[config.mk]
export PLATFORM = sky130hd
export DESIGN_NAME = uart_tx_mmio_flat
export DESIGN_NICKNAME = d
export VERILOG_FILES = /design/src/rtl/uart_pkg.sv /design/src/rtl/uart_tx_mmio_if.sv /design/src/rtl/sync_fifo.sv /design/src/rtl/uart_tx_mmio.sv /design/src/flat_wrapper.sv
export SDC_FILE = /design/constraint.sdc
export NUM_CORES = 1
export LEC_CHECK = 0
export ABC_AREA = 1
export CAP_MARGIN = 20
export CORE_UTILIZATION = 46
export DETAILED_ROUTE_END_ITERATION = 10
export HOLD_SLACK_MARGIN = 0.06
export MAX_ROUTING_LAYER = met4
export PLACE_DENSITY = 0.76
export RECOVER_POWER = 100
export SYNTH_ARGS = -nofsm -noshare
export SYNTH_HDL_FRONTEND = slang
export SYNTH_SLANG_ARGS = --single-unit
[constraint.sdc]
create_clock -name clk -period 2.2 [get_ports clk]
set_input_delay 0.22 -clock clk [delete_from_list [all_inputs] [get_ports clk]]
set_output_delay 0.22 -clock clk [all_outputs]
set_load 0.02 [all_outputs]
[src/rtl/uart_pkg.sv]
// uart_pkg: shared encodings for the memory-mapped UART transmitter
package uart_pkg;
  localparam logic [1:0] MW_NONE = 2'b00;
  localparam logic [1:0] MW_BYTE = 2'b01;
  localparam logic [1:0] MW_HALF = 2'b10;
  localparam logic [1:0] MW_WORD = 2'b11;
  localparam logic [2:0] OFF_DATA = 3'd0;
  localparam logic [2:0] OFF_STATUS = 3'd4;
  localparam int ST_BUSY = 0;
  localparam int ST_FULL = 1;
  localparam int ST_EMPTY = 2;
  localparam int ST_OVF = 3;
  localparam int ST_CNT = 4;
  typedef enum logic [1:0] {IDLE, START, DATA, STOP} tx_state_e;
endpackage

[src/rtl/uart_tx_mmio_if.sv]
// uart_tx_mmio_if: CPU store/load bus into the UART register window
interface uart_tx_mmio_if;
  logic [31:0] Addr;
  logic [31:0] WriteData;
  logic [1:0] MemWrite;
  logic Sel;
  logic [31:0] RdData;
  modport master (output Addr, WriteData, MemWrite, input Sel, RdData);
  modport slave (input Addr, WriteData, MemWrite, output Sel, RdData);
endinterface

[src/rtl/sync_fifo.sv]
// sync_fifo: single-clock FIFO; a same-cycle pop frees the slot a push into a full FIFO needs
module sync_fifo #(
  parameter int WIDTH = 8,
  parameter int DEPTH = 8,
  localparam int AW = $clog2(DEPTH)
) (
  input  logic             clk,
  input  logic             reset,
  input  logic             i_push,
  input  logic [WIDTH-1:0] i_data,
  input  logic             i_pop,
  output logic [WIDTH-1:0] o_data,
  output logic             o_full,
  output logic             o_empty,
  output logic [AW:0]      o_count
);
  logic [WIDTH-1:0] r_mem [DEPTH];
  logic [AW-1:0] r_wr;
  logic [AW-1:0] r_rd;
  logic [AW:0] r_count;
  logic w_push;
  logic w_pop;
  assign o_empty = r_count == '0;
  assign o_full = r_count == (AW+1)'(DEPTH);
  assign w_pop = i_pop && !o_empty;
  assign w_push = i_push && (!o_full || w_pop);
  assign o_data = r_mem[r_rd];
  assign o_count = r_count;
  // pointers wrap naturally because DEPTH is a power of two
  always_ff @(posedge clk)
    if (!reset) begin
      r_wr <= '0;
      r_rd <= '0;
      r_count <= '0;
    end else begin
      r_wr <= r_wr + AW'(w_push);
      r_rd <= r_rd + AW'(w_pop);
      r_count <= r_count + (AW+1)'(w_push) - (AW+1)'(w_pop);
    end
  // storage needs no reset: only slots below the count are ever read out
  always_ff @(posedge clk)
    if (w_push) r_mem[r_wr] <= i_data;
endmodule

[src/rtl/uart_tx_mmio.sv]
// uart_tx_mmio: memory-mapped 8N1 UART transmitter with TX FIFO and pollable status
module uart_tx_mmio
  import uart_pkg::*;
#(
  parameter int          CLK_FREQ   = 50000000,
  parameter int          BAUD       = 115200,
  parameter int          FIFO_DEPTH = 8,
  parameter logic [31:0] BASE_ADDR  = 32'h0000_0400
) (
  input  logic           clk,
  input  logic           reset,
  uart_tx_mmio_if.slave  bus,
  output logic           Tx,
  output logic           Irq
);
  localparam int CPB = CLK_FREQ / BAUD;
  localparam int CW = $clog2(CPB);
  localparam int AW = $clog2(FIFO_DEPTH);
  tx_state_e r_state;
  logic [CW-1:0] r_baud;
  logic [2:0] r_bit;
  logic [7:0] r_shift;
  logic r_ovf;
  logic w_sel;
  logic w_store;
  logic w_data_wr;
  logic w_stat_rd;
  logic w_stat_wr;
  logic w_pop;
  logic w_full;
  logic w_empty;
  logic w_last;
  logic [7:0] w_head;
  logic [AW:0] w_count;
  logic [31:0] w_count32;
  logic [31:0] w_status;
  logic w_unused;
  assign w_sel = bus.Addr[31:3] == BASE_ADDR[31:3];
  assign w_store = bus.MemWrite inside {MW_BYTE, MW_HALF, MW_WORD};
  assign w_data_wr = w_store && w_sel && bus.Addr[2:0] == OFF_DATA;
  assign w_stat_rd = w_sel && bus.Addr[2:0] == OFF_STATUS;
  assign w_stat_wr = w_store && w_stat_rd;
  assign w_pop = r_state == IDLE && !w_empty;
  assign w_last = r_baud == CW'(CPB - 1);
  assign w_count32 = 32'(w_count);
  assign bus.Sel = w_sel;
  assign bus.RdData = w_stat_rd ? w_status : '0;
  assign w_unused = &{1'b0, bus.WriteData[31:8]};
  sync_fifo #(.WIDTH(8), .DEPTH(FIFO_DEPTH)) u_fifo (
    .clk(clk),
    .reset(reset),
    .i_push(w_data_wr),
    .i_data(bus.WriteData[7:0]),
    .i_pop(w_pop),
    .o_data(w_head),
    .o_full(w_full),
    .o_empty(w_empty),
    .o_count(w_count)
  );
  // status word assembled from live FIFO/engine state; count saturates at 15
  always_comb begin
    w_status = '0;
    w_status[ST_BUSY] = r_state != IDLE;
    w_status[ST_FULL] = w_full;
    w_status[ST_EMPTY] = w_empty;
    w_status[ST_OVF] = r_ovf;
    w_status[ST_CNT +: 4] = w_count32 > 32'd15 ? 4'hF : w_count32[3:0];
  end
  // sticky overflow: set by a dropped push, cleared by writing bit 3 of STATUS
  always_ff @(posedge clk)
    if (!reset) r_ovf <= 1'b0;
    else if (w_stat_wr && bus.WriteData[3]) r_ovf <= 1'b0;
    else if (w_data_wr && w_full && !w_pop) r_ovf <= 1'b1;
  // 8N1 serializer; Tx is driven one cycle ahead from the state being entered
  always_ff @(posedge clk)
    if (!reset) begin
      r_state <= IDLE;
      r_baud <= '0;
      r_bit <= '0;
      r_shift <= '0;
      Tx <= 1'b1;
      Irq <= 1'b1;
    end else begin
      Irq <= r_state == IDLE && w_empty;
      r_baud <= (r_state == IDLE || w_last) ? '0 : r_baud + 1'b1;
      case (r_state)
        IDLE: if (!w_empty) begin
          r_shift <= w_head;
          r_state <= START;
          Tx <= 1'b0;
        end
        START: if (w_last) begin
          r_state <= DATA;
          r_bit <= '0;
          Tx <= r_shift[0];
        end
        DATA: if (w_last) begin
          if (r_bit == 3'd7) begin
            r_state <= STOP;
            Tx <= 1'b1;
          end else begin
            r_bit <= r_bit + 1'b1;
            r_shift <= r_shift >> 1;
            Tx <= r_shift[1];
          end
        end
        STOP: if (w_last) r_state <= IDLE;
        default: r_state <= IDLE;
      endcase
    end
endmodule

[src/flat_wrapper.sv]
// flat-port wrapper written by rule: the top's interface ports become plain ports
module uart_tx_mmio_flat import uart_pkg::*;
#(
  parameter int          CLK_FREQ   = 50000000,
  parameter int          BAUD       = 115200,
  parameter int          FIFO_DEPTH = 8,
  parameter logic [31:0] BASE_ADDR  = 32'h0000_0400
)
  (clk, reset, Tx, Irq, bus_Addr, bus_WriteData, bus_MemWrite, bus_Sel, bus_RdData);
  uart_tx_mmio_if bus_i ();
  input  logic clk;
  input  logic reset;
  output logic Tx;
  output logic Irq;
  input wire logic [$bits(bus_i.Addr)-1:0] bus_Addr;
  input wire logic [$bits(bus_i.WriteData)-1:0] bus_WriteData;
  input wire logic [$bits(bus_i.MemWrite)-1:0] bus_MemWrite;
  output wire logic [$bits(bus_i.Sel)-1:0] bus_Sel;
  output wire logic [$bits(bus_i.RdData)-1:0] bus_RdData;
  assign bus_i.Addr = bus_Addr;
  assign bus_i.WriteData = bus_WriteData;
  assign bus_i.MemWrite = bus_MemWrite;
  assign bus_Sel = bus_i.Sel;
  assign bus_RdData = bus_i.RdData;
  uart_tx_mmio #(.CLK_FREQ(CLK_FREQ), .BAUD(BAUD), .FIFO_DEPTH(FIFO_DEPTH), .BASE_ADDR(BASE_ADDR)) u_core (.clk(clk), .reset(reset), .bus(bus_i), .Tx(Tx), .Irq(Irq));
endmodule
# Yosys cells after proc, flatten, opt, wreduce, memory -nomap -nowiden
# Memories as Yosys holds them, arrays and structs flattened. A register that Yosys moved wholly into a read port is not among the register bits.
# Index checks and enable logic that the tools add are counted.
dict set report totals {
  register_bits 35
  latch_bits 0
  ramBits 64
  romBits 0
  output_inout_bits 35
  memories 1
}
# memory depth width read_ports rd_clocked_by_memory_dff write_ports line
set memory_table {}
lappend memory_table {u_core.u_fifo.r_mem 8 8 1 1 1 sync_fifo.sv:17} ;# logic [WIDTH-1:0] r_mem [DEPTH];
dict set report classes {
  n_addsub 6
  multipliers 0
  n_div 0
  order_cmp 1
  eq_ne 17
  n_shift 0
  muxes 24
  bitwise_logic 1
  n_reduce_logical 30
}
# cell count
set op_table {}
lappend op_table {{8-bit 2-to-1 mux} 4}
lappend op_table {{29-bit by 8-bit == test with 1-bit output, second input constant} 1}
lappend op_table {{8-bit one-hot mux with 2 select lines} 1}
lappend op_table {{3-bit 2-to-1 mux} 4}
lappend op_table {{4-bit AND reduction} 3}
lappend op_table {{1-bit logical AND} 11}
lappend op_table {{2-bit 2-to-1 mux} 5}
lappend op_table {{9-bit by 1-bit adder with 9-bit output, second input constant} 1}
lappend op_table {{9-bit == test, second input constant} 1}
lappend op_table {{2-bit == test, second input constant} 4}
lappend op_table {{2-bit by 1-bit inequality test with 1-bit output, second input constant} 4}
lappend op_table {{2-bit one-hot mux with 4 select lines} 1}
lappend op_table {{3-bit by 1-bit adder with 3-bit output} 2}
lappend op_table {{3-bit == test, second input constant} 2}
lappend op_table {{1-bit 2-to-1 mux} 6}
lappend op_table {{3-bit one-hot mux with 2 select lines} 1}
lappend op_table {{2-bit nonzero test} 3}
lappend op_table {{3-bit nonzero test} 2}
lappend op_table {{5-bit AND reduction} 1}
lappend op_table {{4-bit by 1-bit adder with 4-bit output} 1}
lappend op_table {{2-bit by 1-bit == test with 1-bit output, second input constant} 2}
lappend op_table {{4-bit == test, second input constant} 1}
lappend op_table {{4-bit greater-than comparator, second input constant} 1}
lappend op_table {{4-bit logical NOT} 1}
lappend op_table {{other kinds (11)} 16}

# Longest topological paths before layout
# Gate-level depths: netlist of run 1.
dict set report logic_depth {
  word_depth 8
  mapped_depth 15
  ltp_nobuf 15
}

# Hierarchy
# Synthesis of run 1 repeated with hierarchy kept, for this count alone.
dict set report hier_totals {
  hier_cells 646
  hier_area_um2 5300.1
}
# module instances cells_each area_each_um2 seq_area_each_um2
set modules_own_cells {}
lappend modules_own_cells {sync_fifo 1 366 3462.1 2122.0}
lappend modules_own_cells {uart_tx_mmio 1 280 1838.0 500.5}

# Worst setup path before layout of run 1
# No wires, ideal clock.
dict set report synth_timing {
  kind {register to register}
  startpoint {register u_core.r_state[0]}
  endpoint {register u_core.u_fifo.r_count[2], in the netlist u_core.u_fifo.o_count[2]}
  arrival_ns 2.057
  setup_slack_ns 0.013
  path_stages_with_launch 14
  cell_sequence {dfxtp_1 inv_1 ha_1 nand2_1 inv_1 nor2_1 inv_1 nand3_1 ha_1 inv_1 ha_1 fa_1 xnor2_1 nor2_1}
}
dict set report synth_between {
  elab_chain_cells 7
}
# item line
set synth_lines {}
lappend synth_lines {{from (decl)} uart_tx_mmio.sv:19} ;# tx_state_e r_state;
lappend synth_lines {{from (signal assigned)} uart_tx_mmio.sv:77} ;# r_state <= IDLE;
lappend synth_lines {{from (signal assigned)} uart_tx_mmio.sv:89} ;# r_state <= START;
lappend synth_lines {{from (signal assigned)} uart_tx_mmio.sv:93} ;# r_state <= DATA;
lappend synth_lines {{2-bit logical NOT *} uart_tx_mmio.sv:43} ;# assign w_pop = r_state == IDLE && !w_empty;
lappend synth_lines {{1-bit logical AND *} uart_tx_mmio.sv:43}
lappend synth_lines {{1-bit logical AND *} sync_fifo.sv:25} ;# assign w_pop = i_pop && !o_empty;
lappend synth_lines {{1-bit logical OR} sync_fifo.sv:26} ;# assign w_push = i_push && (!o_full || w_pop);
lappend synth_lines {{1-bit logical AND} sync_fifo.sv:26}
lappend synth_lines {{4-bit by 1-bit adder with 4-bit output} sync_fifo.sv:38} ;# r_count <= r_count + (AW+1)'(w_push) - (AW+1)'(w_pop);
lappend synth_lines {{4-bit by 1-bit subtractor with 4-bit output *} sync_fifo.sv:38}
lappend synth_lines {{to (signal assigned)} sync_fifo.sv:38}
lappend synth_lines {{to (decl)} sync_fifo.sv:20} ;# logic [AW:0] r_count;
# Mark *: on every way between the ends. The rest lies on a longest branch, timed or not.
# A chain may end at the register's enable or synchronous reset.

# Worst setup path in the final report of run 1
dict set report layout_timing {
  startpoint {register u_core.u_fifo.r_count[2], in the netlist u_core.u_fifo.o_count[2]}
  endpoint {register u_core.u_fifo.r_count[1], in the netlist u_core.u_fifo.o_count[1]}
}
dict set report layout_between {
  elab_chain_cells 8
  word_cells_on_any_way 10
  cone_classes {add/sub: 2; eq/ne: 1; reduce/logical: 7}
}
# item line
set layout_lines {}
lappend layout_lines {{4-bit logical NOT} sync_fifo.sv:23} ;# assign o_empty = r_count == '0;
lappend layout_lines {{1-bit logical NOT} {sync_fifo.sv:25, uart_tx_mmio.sv:43}}
lappend layout_lines {{1-bit logical AND} uart_tx_mmio.sv:43}
lappend layout_lines {{1-bit logical AND} sync_fifo.sv:25}
lappend layout_lines {{1-bit logical OR} sync_fifo.sv:26}
lappend layout_lines {{1-bit logical AND} sync_fifo.sv:26}
lappend layout_lines {{4-bit by 1-bit adder with 4-bit output} sync_fifo.sv:38}
lappend layout_lines {{4-bit by 1-bit subtractor with 4-bit output *} sync_fifo.sv:38}
# Marks and branches as above.

==> results of run 1 <==
power breakdown:
| part | total [mW] | internal (mW) | switching [mW] |
|---|---|---|---|
| registers | 2.19 | 2.11 | 0.0722 |
| logic | 2.10 | 0.810 | 1.29 |
| clock network | 1.16 | 0.541 | 0.622 |
| total | 5.45 | 3.46 | 1.99 |
registers in the layout, summed over array words and instances, names as in the netlist:
signal / count
u_core.Irq: 1
u_core.Tx: 1
u_core.r_baud: 9
u_core.r_bit: 3
u_core.r_ovf: 1
u_core.r_shift: 8
u_core.r_state: 2
u_core.u_fifo.o_count: 4
u_core.u_fifo.r_mem: 64
u_core.u_fifo.r_rd: 3
u_core.u_fifo.r_wr: 3
synth_stat cells:
master,count,area (um2)
edfxtp_1,64,1922
nand3_1,58,290.3
a21oi_2,3,26.28
o21a_1,2,15.01
nor2_4,2,22.52
nand4_1,9,56.30
o21ai_2,1,8.760
buf_2,10,50.05
or2_2,1,6.260
nor2b_1,1,6.260
nor3b_2,1,12.51
o21ai_0,6,30.03
nand2_2,1,6.260
nand2_1,135,506.7
ha_1,20,250.2
conb_1,1,3.750
a21oi_1,13,65.06
nor3_1,3,15.01
nor3b_1,2,15.01
nand2_4,4,45.04
nor2_2,4,25.02
inv_2,3,11.26
xor2_1,1,8.760
inv_1,49,183.9
a31oi_1,1,6.260
buf_4,25,187.7
nor2_1,94,352.8
clkbuf_1,3,11.26
and2_1,1,6.260
fa_1,1,20.02
or2_0,1,6.260
dfxtp_1,35,700.7
xnor2_1,4,35.03
buf_6,2,22.52
final cells by class:
cell class,instances,share of cell area (%)
inverters,52,3.311
clock inverters,6,1.188
flip-flops and latches,99,44.52
multi-input cells,393,32.94
repair buffers,88,12.99
well taps,136,2.886
clock buffers,10,2.165
how the worst min path moves through the flow:
stage	endpoint	slack, ns	startpoint
finish	u_core.r_baud[0]	0.47	u_core.r_baud[0]
global route	u_core.r_baud[0]	0.49	u_core.r_baud[0]
CTS	u_core.r_shift[4]	0.47	u_core.r_shift[4]
detailed placement	u_core.r_baud[0]	0.45	u_core.r_baud[0]
global placement	u_core.r_baud[0]	0.44	u_core.r_baud[0]
floorplan	u_core.u_fifo.r_mem[0][0]	0.32	bus_WriteData[0]
cell families after synthesis:
kind of cell,after synthesis,synth area share (%)
DFF,99,53.18
buffers and inverters,92,9.465
other,1,0.07605
adders and majority gates,21,5.481
and+or+nand+nor,317,27.84
AOI/OAI and AO/OA,26,3.070
xor gates and xnor gates,5,0.8881
routing by layer:
layer	global-route usage, %	up-vias
met5	-	-
met4	10.22	0
met3	3.711	16
met2	35.06	151
met1	21.19	1823
li1	-	1931
metrics by stage:
step	cells	TNS [ns]
floorplan	584	0
global placement	768	-2.112
detailed placement	768	-2.510
CTS	784	0
global route	784	-0.2405
finish	784	0
worst register-to-register path: cells and delay by family, from the launching register on:
| kind | cells | cell delay [ns] |
|---|---|---|
| flops | 1 | 0.33 |
| buf+inv | 5 | 0.30 |
| simple gates | 5 | 0.31 |
| fa+ha+maj | 4 | 1.19 |
timing repair:
action                     in CTS  in global routing
gates resized for setup        16                 18
pin swaps                       0                  2
setup endpoints to repair      10                 12
==> results by group, run 1 <==
STA
  • Slew headroom: about three fifths
  • Fraction of the cycle the final worst path needs: 98.61%
  • Minimum hold slack: around 0.47 ns
  • Worst Slack Setup Final: 0.03060 ns
  • Final Hold Vio Count: 0
  • Min cycle time layout: ~2.2 ns
  • Layout Skew: 0.01434 ns
  • RSZ-0062 raised after global routing: yes
  • Worst Tran Pin Value: 0.6004 ns
  • Fin. max-slew vios: 0
  • Final Setup Violations: 0
  • Max Freq: about 0.46 GHz

Setup path
  • CP cell instances: inv_2 > ha_2 > nand3_2 > nand2_1 > inv_1 > nor2_2 > inv_1 > nand3_2 > ha_1 > inv_1 > ha_1 > fa_2 > nand2_1 > inv_1
  • Setup CP Type: reg2reg
  • R2R Path End: u_core.u_fifo.o_count[1]
  • Critical Path Max Stage Delay: 0.52 ns
  • Crit. Startpoint: u_core.u_fifo.o_count[2]
  • CP most frequent cell: inv_1
  • Top delay family on crit path: adder cells
  • Worst Setup EP: u_core.u_fifo.o_count[1]
  • CP max stage cell: fa_2
  • Crit path required time: 2.51 ns
  • Reg-to-Reg Start: u_core.u_fifo.o_count[2]
  • Kind of end point of the critical path: register
  • Crit path launch type: register
  • Arrival time worst endpoint: 2.48 ns
  • Reg2Reg Depth: 14
  • WP depth: 14
  • Crit-path max FO: 4
  • Buf/Inv on CP: 5
  • Reg2Reg Setup Slack: between 0.03 and 0.04 ns

GRT
  • Remaining Overflow, GRT: 0
  • Vias in the first global route: between 3000 and 4000
  • Global-route wire length before repair: about 17000 um
  • Initial antenna violation count: 0
  • Tot GR Track Use: 19.83%
  • Pin count of the biggest net entering global routing: 33

Final layout
  • Share of cells above drive strength 1: 12.50%
  • Ant. Diodes: 0
  • Fillers: 869
  • Commonest non-fill, non-tap cell in the layout: nand2_1
  • Most frequent cells in the layout: 135 x nand2_1, 93 x nor2_1, 64 x edfxtp_1
  • Cell area after layout: 5896 um2
  • Register Area: between 2000 and 3000 um2
  • Final Core Density: between 50% and 60%
  • Nets@finish: approximately 730
  • Area grow syn2layout: 19.56%
  • Area of the multi-input gates: approximately 1900 um2

Detailed routing
  • Initial drt markers: approximately 260
  • DR top layer: met4
  • WL met2: 5176 um
  • Via count: a little under 4000
  • Wire per inst: ~13 um
  • Average via count per standard cell: ~5
  • Final routed DRC violation total: 0
  • 1st-pass router iterations: 5
  • Routed Antenna Nets: 0
  • Metal-1 WL: about 4100 um
  • Met3 WL: about 700 um
  • WL final: 10160 um

Place
  • I/O Buffers: 54
  • Post-DP HPWL: around 7000 um
  • Pre-CTS WS: -0.2870 ns
  • Placed inst area: between 5000 and 6000 um2
  • Routability cong.: a little over 0.8

Power and ir drop
  • Power Total: approximately 5.4 mW
  • Pleak: about 2.5 nW
  • Pwr per Cell Area: between 900 and 1000 nW/um2
  • Worst ir drop on vdd: around 0.37 mV

Yosys
  • Avg Cell Area, Syn: about 9 um2
  • Synth Cell Area: around 4900 um2
  • Synth Instances: between 500 and 600
  • Seq/Total Area, Yosys: 53.18%
  • Warnings, synthesis: 0
  • Yosys reg bits: just under 100
  • Post-synthesis cell type count: 34

CTS
  • Clk Latency, worst-skew pair: roughly 0.36 ns
  • Hold Buf Count CTS: 0
  • TritonCTS clock tree: yes
  • Clock Pin Slew Worst Setup and Hold Paths: approximately 0.09 ns
  • Clock sink count: 99
  • CTS root buffer: clkbuf_8
  • Cts bufs inserted: 9
  • Setup Buffers After CTS: 0
  • Clock tree buffer depth: 2
  • H-Tree Depth: 3

Floorplanning
  • Std cell rows: 37
  • Core box area: between 10000 and 15000 um2
  • Die area: about 11000 um2
  • Width of the die: roughly 110 um
  • Die Y: roughly 110 um
  • Starting Density: 47.55%
  • I/O pin count: 103

Worst hold path
  • Hold Crit Class: reg2reg
  • WHS Path Cells: 1

Run status
  • Outcome: complete, no violations

Flow run
  • Max Cap Viol: 0
Power figures use the tool's default switching activity.
==> run 2, diff against run 1 <==
--- a/config.mk
+++ b/config.mk
@@ -6,6 +6,7 @@
 export NUM_CORES = 1
 export LEC_CHECK = 0
 export ABC_AREA = 1
+export ABC_CLOCK_PERIOD_IN_PS = 2200
 export CAP_MARGIN = 20
 export CORE_UTILIZATION = 46
 export DETAILED_ROUTE_END_ITERATION = 10
==> results of run 2 <==
Final layout, timing and power as in run 1 (identical DEF).
==> run 3, diff against run 2 <==
--- a/config.mk
+++ b/config.mk
@@ -14,6 +14,7 @@
 export MAX_ROUTING_LAYER = met4
 export PLACE_DENSITY = 0.76
 export RECOVER_POWER = 100
+export SLEW_MARGIN = 20
 export SYNTH_ARGS = -nofsm -noshare
 export SYNTH_HDL_FRONTEND = slang
 export SYNTH_SLANG_ARGS = --single-unit
==> results of run 3 <==
Final layout, timing and power as in run 1 (identical DEF).
==> RTL change: new RTL, settings of run 3 <==
Encoding of `tx_state_e`: now Gray code (2 bits for 4 states).
--- a/src/rtl/uart_pkg.sv
+++ b/src/rtl/uart_pkg.sv
@@ -12,5 +12,5 @@
   localparam int ST_OVF = 3;
   localparam int ST_CNT = 4;
-  typedef enum logic [1:0] {IDLE, START, DATA, STOP} tx_state_e;
+  typedef enum logic [1:0] {IDLE = 2'b00, START = 2'b01, DATA = 2'b11, STOP = 2'b10} tx_state_e;
 endpackage
 
Check against the original RTL: no difference found for any inputs over 10 cycles, from zero or initial values and one cycle with reset low; not proved beyond that.
==> RTL change against run 3 <==
- routed wire length is 3.8% higher
- sequential cell count is the same
- worst setup slack worse by 0.029 ns
- synthesized area shrank 3.0%
- cell count fell by 4.0%
- power down 8.8%
- cell area decreased by 1.2%
- core utilization rose by 1.9 points
- critical endpoint is now u_core.u_fifo.o_count[2]
==> RTL change: results (changes against run 3) <==
- Min-Delay Startpoint: u_core.r_shift[6]
- DRT iter0 DRCs: 202 (-22%)
- Post-synthesis xor/xnor area fraction: 1.10% (+0.21 points)
- Multiplexer share of the synthesized area: 0% (unchanged)
- Top Registers: u_core.u_fifo.r_mem x64, u_core.r_baud x9, u_core.r_shift x8
- Inserted Clock Buffers: 9 (unchanged)
- Wire per inst: 14.0 um (+8.1%)
- Max Root-Sink Buffers: 2 (unchanged)
- Synth Warn #: 0 (unchanged)
- DRC viols: 0 (unchanged)
- Placed cell area: 5570 um2 (-2.5%)
- Worst path slowest cell: dfxtp_1
- Logic gate share of total power: 30.1% (-8.5 points)
- Post-DP HPWL: 7.47 mm (+5.4%)
- Vias in the first global route: 3719 (-1.6%)
- Worst Hold Endpoint: u_core.r_shift[6]
- First-pass GRT wire length: 17.2 mm (+4.1%)
- R2R depth: 13 (-1)
- Adder-Cell Fraction of Synth Area: 4.08% (-1.4 points)
- Hold path depth: 2 (+1)
- Slowest stage delay, CP: 0.41 ns (-0.11 ns)
- # fillers: 863 (-0.69%)
- Post-CTS sizing: 11 (-5)
- Synth cell count leaders: 112 x nand2_1, 96 x nor2_1, 64 x edfxtp_1, 60 x nand3_1
- Run status: completed
- Reg clk slew, reported paths: ~0.1 ns
- VDD IR max: 0.483 mV (+31%)
- Crit path max-delay family: adder cells
- R2R setup slack: 0.001 ns (-0.03 ns)
- RePlAce Congestion: 0.813 (about the same)
- GR met3 Demand/Resource: 3.51% (-0.20 points)
- Synth top area cells: edfxtp_1 40%, dfxtp_1 15%, nand2_1 8.8%
- Clock Skews: 0.0178 ns (+0.00341 ns)
- Clock net power: 1.29 mW (+11%)
- Grt met2 use: 37.2% (+2.1 points)
- FFs w/ async S/R, synth: 0% (unchanged)
- GRT met1 Usage: 23.1% (+1.9 points)
- Static Leak: 2.35 nW (-4.9%)
- Seq/Total Area, Yosys: 54.8% (+1.6 points)
- Worst endpoint data arrival time: 2.45 ns (-0.03 ns)
- EDFF count, synth: 64 (unchanged)
- Fraction of layout cells with a size suffix above 1: 15.5% (+3.0 points)
- Compound-Gate Fraction of Synth Area: 4.08% (+1.0 points)
- Vias per cell: 5.01 (+0.19%)
- DRT Pass-1 Iters: 4 (-1)
- Fin nets: 698 (-4.6%)
- Port Buffers: 54 (unchanged)
- Worst reg2reg path endpoint: u_core.u_fifo.o_count[2]
- Diode count: 0 (unchanged)
- Worst Setup SP: u_core.u_fifo.o_count[0]
- Worst-Margin Slew: 0.532 ns (-0.0682 ns)
- Tot GR Track Use: 20.8% (+0.96 points)
- Worst-skew pair later-pin latency: roughly 0.37 ns
- Sw frac: 33.9% (-2.6 points)
- Hold crit path type: reg2reg
- Yosys cell types: 33 (-2.9%)
- Largest net degree at the start of global routing: 34 (+3.0%)
- Post-CTS Setup Bufs: 1 (+1)
## RTL change: changes by cell type in the layout (fill, tap and decap cells not counted), moves of 6 or more
cell and delta:
a21oi_1 +7, ha_1 -7, inv_1 -16, inv_2 +6, nand2_1 -23, nand4_1 -7
## RTL change: worst max path at each step
| stage | end | slack [ns] |
|---|---|---|
| after global routing | u_core.u_fifo.o_count[2] | -0.09 |
| after global placement | u_core.u_fifo.o_count[1] | -0.22 |
| after detailed placement | u_core.u_fifo.o_count[1] | -0.28 |
| final | u_core.u_fifo.o_count[2] | 0.001 |
| after CTS | u_core.u_fifo.o_count[1] | 0.003 |
| after floorplan | u_core.u_fifo.o_count[1] | 0.004 |
## RTL change: routing by layer
| metal | wire [um] | part of all wire, % | vias to the layer above |
|---|---|---|---|
| met5 | 0 | 0 | - |
| met4 | 282 | 2.7 | 0 |
| met2 | 5540 | 53 | 117 |
| met1 | 4260 | 40 | 1768 |
| li1 | - | - | 1862 |
| met3 | 467 | 4.4 | 26 |
## RTL change: per-stage QoR
stage / TNS [ns] / total power [mW] / setup slack [ns] / hold slack, ns / instances
after floorplan: 0 / 3.14 / 0.00372 / 0.319 / 556
after global placement: -1.87 / 3.51 / -0.223 / 0.444 / 735
after detailed placement: -2.48 / 3.57 / -0.285 / 0.462 / 735
after CTS: 0 / 4.88 / 0.00251 / 0.476 / 752
after global routing: -0.146 / 5.26 / -0.0886 / 0.499 / 753
final: 0 / 4.97 / 0.00130 / 0.475 / 753
## RTL change: final cells by class
class / instances / area, um2 / share of cell area, %
clock buffer: 9 / 124 / 2.13
clock inverter: 7 / 97.6 / 1.68
inverter: 43 / 164 / 2.81
multi-input combinational: 375 / 1900 / 32.6
sequential: 99 / 2620 / 45.1
tap: 133 / 166 / 2.86
timing repair buffer: 87 / 751 / 12.9
